## config.mk

```make
export PLATFORM = sky130hd
export DESIGN_NAME = bullet_manager
export DESIGN_NICKNAME = d
export VERILOG_FILES = /design/src/rtl/tank_pkg.sv /design/src/rtl/bullet_slot.sv /design/src/rtl/bullet_manager.sv
export SDC_FILE = /design/constraint.sdc
export NUM_CORES = 2
export LEC_CHECK = 0
export BUFFER_PORTS_ARGS = -buffer_cell sky130_fd_sc_hd__buf_2
export CORE_UTILIZATION = 58
export CTS_CLUSTER_DIAMETER = 200
export CTS_CLUSTER_SIZE = 24
export DETAILED_ROUTE_END_ITERATION = 12
export GPL_TIMING_DRIVEN = 0
export PLACE_DENSITY_LB_ADDON = 0.05
export SLEW_MARGIN = 20
export SYNTH_ARGS = -nofsm -noshare
export SYNTH_HDL_FRONTEND = slang
export SYNTH_SLANG_ARGS = --single-unit
```

## constraint.sdc

```tcl
create_clock -name frame_clk -period 13.7 [get_ports frame_clk]
set_input_delay 0.685 -clock frame_clk [delete_from_list [all_inputs] [get_ports frame_clk]]
set_output_delay 0.685 -clock frame_clk [all_outputs]
set_load 0.02 [all_outputs]
```

## src/rtl/tank_pkg.sv

```systemverilog
// Shared tank/bullet definitions: fixed-point formats, screen bounds,
// sign-magnitude trig type and the velocity scaling helper used by both
// the tank controllers and the bullet manager.
package tank_pkg;

  localparam int unsigned FRAC_BITS = 3;
  localparam int unsigned SCREEN_W  = 640;
  localparam int unsigned SCREEN_H  = 480;

  // Position: unsigned, 3 fractional bits (pixel = pos[12:3]).
  typedef logic [12:0]        pos_t;
  // Velocity: two's complement in 1/8-pixel units per frame.
  typedef logic signed [12:0] vel_t;

  // Sign-magnitude trig value, mag 127 = 1.0.
  typedef struct packed {
    logic       sign;
    logic [6:0] mag;
  } sm8_t;

  // What a bullet slot does in the current frame, highest priority first.
  typedef enum logic [2:0] {
    ACT_IDLE,
    ACT_SPAWN,
    ACT_HIT,
    ACT_EXPIRE,
    ACT_OFFSCREEN,
    ACT_MOVE
  } slot_act_e;

  // (speed * mag) >> 7, sign applied after the magnitude is formed so that
  // positive and negative directions have identical speed.
  function automatic vel_t sm_scale(input sm8_t s, input int unsigned speed);
    logic [31:0] prod;
    logic [12:0] mag;
    prod = speed * {25'd0, s.mag};
    mag  = 13'(prod >> 7);
    return s.sign ? vel_t'(-mag) : vel_t'(mag);
  endfunction

endpackage

```

## src/rtl/bullet_slot.sv

```systemverilog
// One bullet slot: holds position, velocity, age and occupancy; each frame
// applies hit / expiry / off-screen / bounce / move in priority order.
// Ports:
//   frame_clk, Reset       frame clock, async active-high reset
//   clear_i                synchronous clear (round over)
//   spawn_i, spawn_*_i     load strobe with initial position/velocity
//   enemy_*_i              opponent centre and half-extent (pixels)
//   wall_x_hit_i/_y_hit_i  wall contact at current position
//   active_o, px_o, py_o   occupancy and pixel position (0 when inactive)
//   hit_o                  combinational: this slot strikes the opponent now
module bullet_slot
  import tank_pkg::*;
#(
  parameter int unsigned LIFETIME   = 300,
  parameter int unsigned ARM_FRAMES = 4
) (
  input  logic       frame_clk,
  input  logic       Reset,
  input  logic       clear_i,
  input  logic       spawn_i,
  input  pos_t       spawn_x_i,
  input  pos_t       spawn_y_i,
  input  vel_t       spawn_vx_i,
  input  vel_t       spawn_vy_i,
  input  logic [9:0] enemy_x_i,
  input  logic [9:0] enemy_y_i,
  input  logic [9:0] enemy_size_i,
  input  logic       wall_x_hit_i,
  input  logic       wall_y_hit_i,
  output logic       active_o,
  output logic [9:0] px_o,
  output logic [9:0] py_o,
  output logic       hit_o
);

  localparam logic [9:0] AGE_ARM  = 10'(ARM_FRAMES);
  localparam logic [9:0] AGE_LAST = 10'(LIFETIME - 1);
  localparam logic [9:0] PX_MAX   = 10'(SCREEN_W - 1);
  localparam logic [9:0] PY_MAX   = 10'(SCREEN_H - 1);

  logic       active_q, active_d;
  pos_t       x_q, x_d, y_q, y_d;
  vel_t       vx_q, vx_d, vy_q, vy_d;
  logic [9:0] age_q, age_d;

  logic [9:0] px, py, dx, dy;
  vel_t       vx_b, vy_b;
  slot_act_e  act;

  assign px = x_q[12:FRAC_BITS];
  assign py = y_q[12:FRAC_BITS];

  // Action selection. A slot never spawns while occupied, so spawn simply
  // pre-empts everything else.
  always_comb begin
    dx  = (px >= enemy_x_i) ? px - enemy_x_i : enemy_x_i - px;
    dy  = (py >= enemy_y_i) ? py - enemy_y_i : enemy_y_i - py;
    act = ACT_IDLE;
    if (spawn_i) begin
      act = ACT_SPAWN;
    end else if (active_q) begin
      if (age_q >= AGE_ARM && dx <= enemy_size_i && dy <= enemy_size_i)
        act = ACT_HIT;
      else if (age_q == AGE_LAST)
        act = ACT_EXPIRE;
      else if (px > PX_MAX || py > PY_MAX)
        act = ACT_OFFSCREEN;
      else
        act = ACT_MOVE;
    end
  end

  // Bounce is folded into the step: reflected velocity is both stored and
  // used for this frame's displacement.
  always_comb begin
    vx_b     = wall_x_hit_i ? vel_t'(-vx_q) : vx_q;
    vy_b     = wall_y_hit_i ? vel_t'(-vy_q) : vy_q;
    active_d = active_q;
    x_d      = x_q;
    y_d      = y_q;
    vx_d     = vx_q;
    vy_d     = vy_q;
    age_d    = age_q;
    unique case (act)
      ACT_SPAWN: begin
        active_d = 1'b1;
        x_d      = spawn_x_i;
        y_d      = spawn_y_i;
        vx_d     = spawn_vx_i;
        vy_d     = spawn_vy_i;
        age_d    = '0;
      end
      ACT_HIT, ACT_EXPIRE, ACT_OFFSCREEN: begin
        active_d = 1'b0;
        x_d      = '0;
        y_d      = '0;
        vx_d     = '0;
        vy_d     = '0;
        age_d    = '0;
      end
      ACT_MOVE: begin
        vx_d  = vx_b;
        vy_d  = vy_b;
        x_d   = x_q + pos_t'(vx_b);
        y_d   = y_q + pos_t'(vy_b);
        age_d = age_q + 10'd1;
      end
      default: ;
    endcase
  end

  always_ff @(posedge frame_clk or posedge Reset) begin
    if (Reset) begin
      active_q <= 1'b0;
      x_q      <= '0;
      y_q      <= '0;
      vx_q     <= '0;
      vy_q     <= '0;
      age_q    <= '0;
    end else if (clear_i) begin
      active_q <= 1'b0;
      x_q      <= '0;
      y_q      <= '0;
      vx_q     <= '0;
      vy_q     <= '0;
      age_q    <= '0;
    end else begin
      active_q <= active_d;
      x_q      <= x_d;
      y_q      <= y_d;
      vx_q     <= vx_d;
      vy_q     <= vy_d;
      age_q    <= age_d;
    end
  end

  assign active_o = active_q;
  assign px_o     = px;
  assign py_o     = py;
  assign hit_o    = (act == ACT_HIT);

endmodule

```

## src/rtl/bullet_manager.sv

```systemverilog
// Per-player bullet manager: fire edge detect, spawn cooldown, lowest-free
// slot selection, and aggregation of slot hits into a single pulse.
// Ports:
//   frame_clk, Reset        frame clock, async active-high reset
//   game_end                nonzero: synchronous clear of everything
//   fire                    fire request level
//   tank_x/tank_y, sin/cos  firing tank pose (pixels, sign-magnitude trig)
//   enemy_x/_y/_size        opponent centre and half-extent
//   wall_x_hit/wall_y_hit   per-slot wall contact
//   bullet_active/_x/_y     per-slot occupancy and pixel position
//   hit, fire_ack           one-frame pulses
module bullet_manager
  import tank_pkg::*;
#(
  parameter int unsigned NUM_BULLETS  = 4,
  parameter int unsigned BULLET_SPEED = 24,
  parameter int unsigned LIFETIME     = 300,
  parameter int unsigned COOLDOWN     = 15,
  parameter int unsigned ARM_FRAMES   = 4
) (
  input  logic                      frame_clk,
  input  logic                      Reset,
  input  logic [1:0]                game_end,
  input  logic                      fire,
  input  logic [9:0]                tank_x,
  input  logic [9:0]                tank_y,
  input  logic [7:0]                sin,
  input  logic [7:0]                cos,
  input  logic [9:0]                enemy_x,
  input  logic [9:0]                enemy_y,
  input  logic [9:0]                enemy_size,
  input  logic [NUM_BULLETS-1:0]    wall_x_hit,
  input  logic [NUM_BULLETS-1:0]    wall_y_hit,
  output logic [NUM_BULLETS-1:0]    bullet_active,
  output logic [NUM_BULLETS*10-1:0] bullet_x,
  output logic [NUM_BULLETS*10-1:0] bullet_y,
  output logic                      hit,
  output logic                      fire_ack
);

  localparam logic [15:0] CD_LOAD = 16'(COOLDOWN);

  logic                   fire_q;
  logic [15:0]            cd_q, cd_d;
  logic                   hit_q, ack_q;
  logic                   clear;
  logic                   fire_edge, do_spawn, found;
  logic [NUM_BULLETS-1:0] free_oh, spawn_vec, slot_hit;
  vel_t                   vx_sp, vy_sp;
  pos_t                   spawn_x, spawn_y;

  assign clear = |game_end;

  // Screen Y grows downward, so positive sin means negative vy.
  always_comb begin
    vx_sp   = sm_scale(sm8_t'(cos), BULLET_SPEED);
    vy_sp   = vel_t'(-sm_scale(sm8_t'(sin), BULLET_SPEED));
    spawn_x = {tank_x, 3'b000} + pos_t'(vx_sp <<< 2);
    spawn_y = {tank_y, 3'b000} + pos_t'(vy_sp <<< 2);
  end

  // Lowest-index slot that is free at the start of this frame.
  always_comb begin
    free_oh = '0;
    found   = 1'b0;
    for (int unsigned i = 0; i < NUM_BULLETS; i++) begin
      if (!found && !bullet_active[i]) begin
        free_oh[i] = 1'b1;
        found      = 1'b1;
      end
    end
  end

  always_comb begin
    fire_edge = fire & ~fire_q;
    do_spawn  = fire_edge && (cd_q == '0) && found;
    spawn_vec = do_spawn ? free_oh : '0;
    if (do_spawn)
      cd_d = CD_LOAD;
    else if (cd_q != '0)
      cd_d = cd_q - 16'd1;
    else
      cd_d = cd_q;
  end

  always_ff @(posedge frame_clk or posedge Reset) begin
    if (Reset) begin
      fire_q <= 1'b0;
      cd_q   <= '0;
      hit_q  <= 1'b0;
      ack_q  <= 1'b0;
    end else if (clear) begin
      fire_q <= 1'b0;
      cd_q   <= '0;
      hit_q  <= 1'b0;
      ack_q  <= 1'b0;
    end else begin
      fire_q <= fire;
      cd_q   <= cd_d;
      hit_q  <= |slot_hit;
      ack_q  <= do_spawn;
    end
  end

  for (genvar g = 0; g < NUM_BULLETS; g++) begin : g_slot
    bullet_slot #(
      .LIFETIME   (LIFETIME),
      .ARM_FRAMES (ARM_FRAMES)
    ) u_slot (
      .frame_clk    (frame_clk),
      .Reset        (Reset),
      .clear_i      (clear),
      .spawn_i      (spawn_vec[g]),
      .spawn_x_i    (spawn_x),
      .spawn_y_i    (spawn_y),
      .spawn_vx_i   (vx_sp),
      .spawn_vy_i   (vy_sp),
      .enemy_x_i    (enemy_x),
      .enemy_y_i    (enemy_y),
      .enemy_size_i (enemy_size),
      .wall_x_hit_i (wall_x_hit[g]),
      .wall_y_hit_i (wall_y_hit[g]),
      .active_o     (bullet_active[g]),
      .px_o         (bullet_x[10*g +: 10]),
      .py_o         (bullet_y[10*g +: 10]),
      .hit_o        (slot_hit[g])
    );
  end

  assign hit      = hit_q;
  assign fire_ack = ack_q;

endmodule
```

# Word-level counts from Yosys, hierarchy flattened
# Index checks and enable logic that the tools add are counted.
[totals] regBits=271 latchBits=0 ram_bits=0 rom_bits=0 inputBits=79 output_inout_bits=86 elab_cells=273 memories=0
[op_classes] addsub=42 mul=2 n_div=0 order_cmp=28 eq_ne=24 n_shift=0 mux=100 bitwise=2 reduce_logical=47
[ops] operator="$pmux 13 s3" count=16
[ops] operator="$mux 13" count=26
[ops] operator="$sub 10x10->10" count=16
[ops] operator="$add 13x13->13" count=10
[ops] operator="$mux 10" count=12
[ops] operator="$neg 13->13" count=9
[ops] operator="$ge 10x10->1" count=8
[ops] operator="$le 10x10->1" count=8
[ops] operator="$pmux 10 s2" count=4
[ops] operator="$mux 16" count=3
[ops] operator="$mux 3" count=16
[ops] operator="$add 10x1->10 const B" count=4
[ops] operator="$eq 10x9->1 const B" count=4
[ops] operator="$ge 10x3->1 const B" count=4
[ops] operator="$gt 10x10->1 const B" count=4
[ops] operator="$gt 10x9->1 const B" count=4
[ops] operator="$reduce_bool 3->1" count=9
[ops] operator="$neg 5->13" count=2
[ops] operator="$eq 3x2->1 const B" count=8
[ops] operator="$eq 3x3->1 const B" count=8
[ops] operator="$reduce_or 4->1" count=5
[ops] operator="$mul 2x7->9 const A" count=2
[ops] operator="$mux 1" count=18
[ops] operator="$logic_not 16->1" count=1
[ops] operator="other kinds (13)" count=44

# Logic depth before layout (Yosys ltp)
[depth] ltp_word=16 mapped_depth=26 ltp_nobuf=24

# Cells and area by module
# A second synthesis with hierarchy kept.
[unflattened] hier_cells=3495 hier_area_um2=29311.9
[modules_own_cells] module="bullet_slot at g_slot[1].u_slot" instances=1 cells_per_inst=842 area_per_inst_um2=6869.1 seq_area_each_um2=1576.5
[modules_own_cells] module="bullet_slot at g_slot[3].u_slot" instances=1 cells_per_inst=797 area_per_inst_um2=6640.1 seq_area_each_um2=1576.5
[modules_own_cells] module="bullet_slot at g_slot[2].u_slot" instances=1 cells_per_inst=767 area_per_inst_um2=6627.6 seq_area_each_um2=1576.5
[modules_own_cells] module="bullet_slot at g_slot[0].u_slot" instances=1 cells_per_inst=766 area_per_inst_um2=6522.5 seq_area_each_um2=1576.5
[modules_own_cells] module="bullet_manager" instances=1 cells_per_inst=323 area_per_inst_um2=2652.5 seq_area_each_um2=475.5

# Worst setup path after synthesis
# No wires, ideal clock.
[synth_timing] kind="input to register" from="input port enemy_y[1]" to="register g_slot[0].u_slot.vx_q[9]" setup_ns=0.118 t_arrival_ns=5.265 required_ns=13.582 setup_slack_ns=8.317 stages=23 path_buffers=2 path_cell_list="inv_1 -> fa_1 -> a21o_1 -> a21oi_1 -> nor2_1 -> o21ai_0 -> a21oi_1 -> o41ai_1 -> clkbuf_1 -> mux2i_1 -> xnor2_1 -> ha_1 -> a21oi_1 -> o21ai_0 -> nor4_1 -> o21ai_0 -> o21ai_0 -> and2_0 -> clkbuf_1 -> inv_1 -> o21ai_1 -> o21ba_2 -> a21o_1"
[synth_between] elab_chain_len=11
[synth_rtl] element="from (decl)" line_no="bullet_manager.sv:30" rtl="input logic [9:0] enemy_y,"
[synth_rtl] element="$sub 10x10->10 / $ge 10x10->1 (equally long branches)" line_no="bullet_slot.sv:57" rtl="dy = (py >= enemy_y_i) ? py - enemy_y_i : enemy_y_i - py;"
[synth_rtl] element="$mux 10 *" line_no="bullet_slot.sv:57"
[synth_rtl] element="$le 10x10->1 *" line_no="bullet_slot.sv:62" rtl="if (age_q >= AGE_ARM && dx <= enemy_size_i && dy <= enemy_size_i)"
[synth_rtl] element="$logic_and 1x1->1 *" line_no="bullet_slot.sv:62"
[synth_rtl] element="$mux 3 *" line_no="bullet_slot.sv:62"
[synth_rtl] element="$mux 3 *" line_no="bullet_slot.sv:61" rtl="end else if (active_q) begin"
[synth_rtl] element="$mux 3 *" line_no="bullet_slot.sv:59" rtl="if (spawn_i) begin"
[synth_rtl] element="$eq 3x2->1 / $eq 3x3->1 (equally long branches)" line_no="bullet_slot.sv:84" rtl="unique case (act)"
[synth_rtl] element="$reduce_or 3->1"
[synth_rtl] element="$pmux 13 s3" line_no="bullet_slot.sv:84"
[synth_rtl] element="$mux 13" line_no="bullet_slot.sv:120" rtl="end else if (clear_i) begin"
[synth_rtl] element="to (signal assigned)" line_no="bullet_slot.sv:131" rtl="vx_q <= vx_d;"
[synth_rtl] element="to (decl)" line_no="bullet_slot.sv:43" rtl="vel_t vx_q, vx_d, vy_q, vy_d;"
# Mark *: on every way between the ends. The rest lies on a longest branch, timed or not.
# A chain may end at the register's enable or synchronous reset.

# Final worst setup path
[layout_timing] from="input port sin[2]" to="register g_slot[2].u_slot.y_q[12]"
[layout_between] elab_chain_len=7
[layout_rtl] element="from (decl)" line_no="bullet_manager.sv:27" rtl="input logic [7:0] sin,"
[layout_rtl] element="$mul 2x7->9 *" line_no="tank_pkg.sv:36" rtl="prod = speed * {25'd0, s.mag};"
[layout_rtl] element="$neg 5->13" line_no="tank_pkg.sv:38" rtl="return s.sign ? vel_t'(-mag) : vel_t'(mag);"
[layout_rtl] element="$mux 13 *" line_no="tank_pkg.sv:38"
[layout_rtl] element="$neg 13->13 *" line_no="bullet_manager.sv:57" rtl="vy_sp = vel_t'(-sm_scale(sm8_t'(sin), BULLET_SPEED));"
[layout_rtl] element="$add 13x13->13 *" line_no="bullet_manager.sv:59" rtl="spawn_y = {tank_y, 3'b000} + pos_t'(vy_sp <<< 2);"
[layout_rtl] element="$pmux 13 s3 *" line_no="bullet_slot.sv:84"
[layout_rtl] element="$mux 13 *" line_no="bullet_slot.sv:120"
[layout_rtl] element="to (signal assigned)" line_no="bullet_slot.sv:130" rtl="y_q <= y_d;"
[layout_rtl] element="to (decl)" line_no="bullet_slot.sv:42" rtl="pos_t x_q, x_d, y_q, y_d;"
# Marks and branches as above.

==> impl_metrics.xml <==
<?xml version="1.0" encoding="UTF-8"?>
<metrics>
  <group name="route">
    <metric name="drc_errors" unit="">0</metric>
    <metric name="drt_wl_total" unit="um">110500</metric>
    <metric name="routed-via-count" unit="">29308</metric>
    <metric name="drtAntennaViolNets" unit="">0</metric>
    <metric name="dr_vias_cell" unit="">6.647</metric>
    <metric name="dr.pass1.iters" unit="">8</metric>
    <metric name="drt_iter0_drc" unit="">3203</metric>
    <metric name="wl_per_cell" unit="um">25.06</metric>
  </group>
  <group name="sta">
    <metric name="fin_tns_setup" unit="ns">0</metric>
    <metric name="tightest_slew" unit="ns">1.384</metric>
    <metric name="fin_clk_skew" unit="ns">0.04327</metric>
    <metric name="final-hold-violation-count" unit="">0</metric>
    <metric name="worst_slack" unit="ns">5.858</metric>
    <metric name="timing.final.crit_period" unit="ns">7.842</metric>
    <metric name="post_route_fraction_of_the_period_consumed_by_the_critical_path" unit="%">57.24</metric>
    <metric name="setup_viol" unit="">0</metric>
    <metric name="pins_over_slew_limit" unit="">0</metric>
    <metric name="timing.max_slew.rel_slack" unit="%">7.073</metric>
    <metric name="grt_setup_unrepaired" unit="">no</metric>
    <metric name="fmax" unit="GHz">0.1275</metric>
  </group>
  <group name="job">
    <metric name="cap_viol_max_count" unit="">0</metric>
  </group>
  <group name="power">
    <metric name="swShare" unit="%">46.94</metric>
    <metric name="max-vdd-ir-drop" unit="uV">103.1</metric>
    <metric name="clkPwrFrac" unit="%">17.5</metric>
    <metric name="p_leak" unit="nW">15.31</metric>
    <metric name="post-layout-total-power" unit="W">0.002950</metric>
    <metric name="combinationalPowerShare" unit="%">51.9</metric>
    <metric name="internal_power" unit="W">0.001565</metric>
    <metric name="p_switching" unit="W">0.001385</metric>
    <metric name="power.share.sequential" unit="%">30.6</metric>
    <metric name="power.density_cell_area" unit="nW/um2">94.08</metric>
  </group>
  <group name="clock_tree">
    <metric name="htreeDepth" unit="">1</metric>
    <metric name="cts.root.buffer_cell" unit="">clkbuf_16</metric>
    <metric name="worst_setup_hold_path_clk_slew" unit="ns">0.11</metric>
    <metric name="inserted_clock_buffers" unit="">15</metric>
    <metric name="clkLatencyLatePin" unit="ns">0.56</metric>
    <metric name="count_of_buffers_added_by_post_cts_timing_repair_for_setup" unit="">0</metric>
    <metric name="tritoncts" unit="">done</metric>
    <metric name="cts_max_path_buffers" unit="">3</metric>
    <metric name="ctsHoldBuffers" unit="">0</metric>
    <metric name="clkSinkCount" unit="">271</metric>
    <metric name="post_cts_resized" unit="">0</metric>
  </group>
  <group name="synthesis">
    <metric name="ys_seq_area_share" unit="%">23.52</metric>
    <metric name="synthesis.instances" unit="">3530</metric>
    <metric name="synth_enable_flop_cells" unit="">0</metric>
    <metric name="syn_area_per_cell" unit="um2">8.169</metric>
    <metric name="synth.area.mux_share" unit="%">2.395</metric>
    <metric name="syn_nets" unit="">4017</metric>
    <metric name="synthDistinctLibCells" unit="">92</metric>
    <metric name="synth.ff_latch_count" unit="">271</metric>
    <metric name="synth_compound_gate_area_share" unit="%">24.19</metric>
    <metric name="proportion_of_synthesized_flip_flops_having_asynchronous_set_or_reset" unit="%">100.0</metric>
    <metric name="warning_count_from_the_yosys_run" unit="">0</metric>
    <metric name="synth_top_cell_by_area" unit="">dfrtp_1</metric>
    <metric name="synth_top_family_by_area" unit="">compound AO/OA/AOI/OAI gates</metric>
    <metric name="netlist_area" unit="um2">28840</metric>
    <metric name="area_share_of_the_largest_cell_type_after_synthesis" unit="%">23.52</metric>
    <metric name="post_synth_xor_area_fraction" unit="%">8.700</metric>
    <metric name="post_synth_fa_ha_maj_area_fraction" unit="%">18.38</metric>
    <metric name="synthSimpleGateAreaFrac" unit="%">15.68</metric>
    <metric name="post_synth_main_area_contributors" unit="">dfrtp_1, ha_1, xnor2_1</metric>
    <metric name="synth_ff_type" unit="">dfrtp_1</metric>
  </group>
  <group name="finish">
    <metric name="area_of_the_multi_input_gates" unit="um2">20170</metric>
    <metric name="fillCellCount" unit="">4363</metric>
    <metric name="layout-drive-gt1-share" unit="%">10.44</metric>
    <metric name="seq_area" unit="um2">6782</metric>
    <metric name="numnets_final" unit="">4214</metric>
    <metric name="syn2layout_area_growth" unit="%">8.739</metric>
  </group>
  <group name="place">
    <metric name="detailedPlacementHpwl" unit="um">85700</metric>
    <metric name="pre_cts_ws" unit="ns">5.741</metric>
    <metric name="portBuffers" unit="">162</metric>
    <metric name="finalWeightedCongestion" unit="">0.9880</metric>
  </group>
  <group name="setup_path">
    <metric name="worstPathCellList" unit="">buf_2, ha_1, nand4_1, and2_1, xnor2_1, inv_1, ha_1, and2_1, ha_1, a2bb2oi_1, a2111oi_2, xnor2_2, inv_1, ha_1, inv_1, o221ai_1, or4_1, o311ai_0, o21bai_1, a21oi_1, xor2_1, xnor2_2, o221ai_1</metric>
    <metric name="crit_buf_inv" unit="">4</metric>
    <metric name="critPathRequiredTime" unit="ns">14.09</metric>
    <metric name="critical-path-slowest-cell" unit="">xnor2_2</metric>
    <metric name="cp_max_fo" unit="">8</metric>
    <metric name="crit_cells" unit="">23</metric>
    <metric name="worst_setup_path_endpoint" unit="">g_slot[2].u_slot.y_q[12]$_DFFE_PP0P_</metric>
    <metric name="timing.reg2reg.setup_slack" unit="ns">6.42</metric>
    <metric name="cp_data_arrival_time" unit="ns">8.23</metric>
    <metric name="crit_path_frequent_cell" unit="">ha_1</metric>
    <metric name="reg2reg_from" unit="">g_slot[0].u_slot.y_q[3]$_DFFE_PP0P_</metric>
    <metric name="setup.worst_path.end_class" unit="">register</metric>
    <metric name="cp_top_family" unit="">XOR/XNOR gates</metric>
    <metric name="r2r-end" unit="">g_slot[0].u_slot.vx_q[6]$_DFFE_PP0P_</metric>
    <metric name="start_kind" unit="">primary input</metric>
    <metric name="timing.reg2reg.worst_path_depth" unit="">24</metric>
    <metric name="criticalPathCategory" unit="">in -&gt; reg</metric>
    <metric name="critPathLaunch" unit="">sin[2]</metric>
    <metric name="highest_cell_delay_on_the_worst_timing_path" unit="ns">0.86</metric>
  </group>
  <group name="floorplan">
    <metric name="initial_utilization" unit="%">58.91</metric>
    <metric name="fp.dieH" unit="um">225.0</metric>
    <metric name="chipWidth" unit="um">225.0</metric>
    <metric name="io_pins" unit="">165</metric>
    <metric name="placement_rows" unit="">81</metric>
    <metric name="fp.dieArea" unit="um2">50610</metric>
    <metric name="core" unit="um2">48950</metric>
  </group>
  <group name="grt">
    <metric name="grt_start_max_net_pins" unit="">102</metric>
    <metric name="grt_overflow" unit="">0</metric>
    <metric name="grt_pass1_wl" unit="um">162700</metric>
    <metric name="groute.usage.overall" unit="%">42.65</metric>
    <metric name="first_global_vias" unit="">27502</metric>
    <metric name="grt_antenna_before_repair" unit="">10</metric>
  </group>
  <group name="outcome">
    <metric name="outcome" unit="">finished, final reports clean</metric>
  </group>
  <group name="worst_hold_path">
    <metric name="worst_hold_path_type" unit="">in -&gt; async</metric>
  </group>
</metrics>
-- cells in the final DEF, fill, tap and decap left out, types with 81 or more instances in the layout --
master / synthesis / layout
o21ai_0: 255 / 253
dfrtp_1: 271 / 271
nor3_1: 82 / 81
xnor2_1: 213 / 204
ha_1: 382 / 382
nor2_1: 261 / 260
buf_4: 85 / 85
nand2_1: 281 / 281
a21oi_1: 304 / 304
buf_2: 14 / 177
inv_1: 263 / 262
clkbuf_1: 91 / 89
-- stage by stage --
step | util [%] | area (um2) | hold slack (ns) | cells
after global routing | 63.96 | 31310 | 0.1333 | 4391
after CTS | 63.95 | 31300 | 0.1307 | 4391
after global placement | 62.26 | 30480 | 0.4713 | 4356
final | 64.06 | 31360 | 0.1062 | 4409
after floorplan | - | 28840 | 0.4467 | 3530
after detailed placement | 63.12 | 30900 | 0.4769 | 4374
-- layer usage --
layer / vias to the layer above / global-route usage (%) / wire, um / share of wire, %
met4: 12 / 22.82 / 6541 / 5.9
met3: 414 / 12.79 / 13860 / 13
met1: 14006 / 55.54 / 44020 / 40
met5: - / 1.564 / 130 / 0.12
li1: 13000 / - / - / -
met2: 1876 / 63.21 / 45940 / 42
-- cell type report --
cell class | count | share of cell area [%]
Inverter | 263 | 3.172
Multi-Input combinational cell | 2800 | 64.32
Sequential cell | 271 | 21.63
Clock inverter | 2 | 0.09178
Buffer | 196 | 3.428
Timing Repair Buffer | 180 | 3.368
Tap cell | 664 | 2.650
Antenna cell | 18 | 0.1436
Clock buffer | 15 | 1.197
-- synthesized netlist by cell type (24+ instances only) --
master and instances:
xnor2_1 213, o21bai_1 38, o21a_1 25, o31ai_1 39
nor2b_1 38, buf_4 85, nand4_1 28, o22ai_1 44
clkbuf_1 91, mux2i_1 51, a22o_1 31, a31oi_1 24
a21oi_1 304, dfrtp_1 271, fa_1 26, xor2_1 69
ha_1 382, and3_1 31, a211oi_1 43, a21o_1 76
o21ai_0 255, a22oi_1 32, nand2b_1 38, nor3_1 82
nand3_1 70, nand2_1 281, or3_1 35, nor2_1 261
inv_1 263, o211ai_1 24
-- worst register-to-register path, stage by stage (launching register included) --
cell      delay (ns)
dfrtp_1         0.56
inv_1           0.12
ha_1            0.14
inv_1           0.06
fa_1            0.39
a21o_1          0.19
a21oi_1         0.28
nor2_1          0.08
o21ai_0         0.21
a21oi_1         0.11
o41ai_1         0.70
clkbuf_1        0.51
mux2i_1         0.30
xnor2_1         0.16
ha_1            0.28
a21oi_1         0.22
o21ai_0         0.11
nor4_1          0.32
o21ai_0         0.25
o21ai_0         0.86
and2_0          0.23
clkbuf_1        0.25
clkbuf_1        0.48
nor2_1          0.15
a21o_1          0.20
-- kinds of logic after synthesis --
logic type | Yosys count
AO/OA/AOI/OAI | 1090
AND/OR/NAND/NOR | 951
buffers and inverters | 459
adder cells (fa/ha/maj) | 408
XOR/XNOR | 284
flip-flops | 271
multiplexers | 67
-- how the worst min path moves through the flow --
stage	startpoint	to	slack [ns]	cells past startpoint
2_1_floorplan	g_slot[2].u_slot.age_q[9]$_DFFE_PP0P_	g_slot[2].u_slot.age_q[9]$_DFFE_PP0P_	0.45	1
3_3_place_gp	g_slot[0].u_slot.x_q[2]$_DFFE_PP0P_	g_slot[0].u_slot.x_q[2]$_DFFE_PP0P_	0.47	1
3_5_place_dp	g_slot[0].u_slot.x_q[2]$_DFFE_PP0P_	g_slot[0].u_slot.x_q[2]$_DFFE_PP0P_	0.48	1
4_1_cts	Reset	g_slot[0].u_slot.age_q[1]$_DFFE_PP0P_	0.13	2
5_1_grt	Reset	g_slot[0].u_slot.age_q[1]$_DFFE_PP0P_	0.13	2
6_report	Reset	g_slot[0].u_slot.age_q[1]$_DFFE_PP0P_	0.11	2
-- registers in the layout, indices dropped and copies added (netlist names) --
register,flops
cd_q,16
g_slot.u_slot.vy_q,52
g_slot.u_slot.active_o,4
hit,1
fire_q,1
g_slot.u_slot.x_q,52
g_slot.u_slot.vx_q,52
fire_ack,1
g_slot.u_slot.age_q,40
g_slot.u_slot.y_q,52
-- power groups by stage --
| stage | Clock [W] | Sequential, W | Combinational [W] |
|---|---|---|---|
| 2_1_floorplan | 0 | 0.000889 | 0.000919 |
| 6_report | 0.000516 | 0.000903 | 0.00153 |
| 4_1_cts | 0.000508 | 0.000898 | 0.00145 |
| 3_3_place_gp | 0 | 0.000913 | 0.00135 |
| 5_1_grt | 0.000532 | 0.000904 | 0.00160 |
| 3_5_place_dp | 0 | 0.000913 | 0.00144 |
No activity file was read; power rests on OpenSTA's default activity.
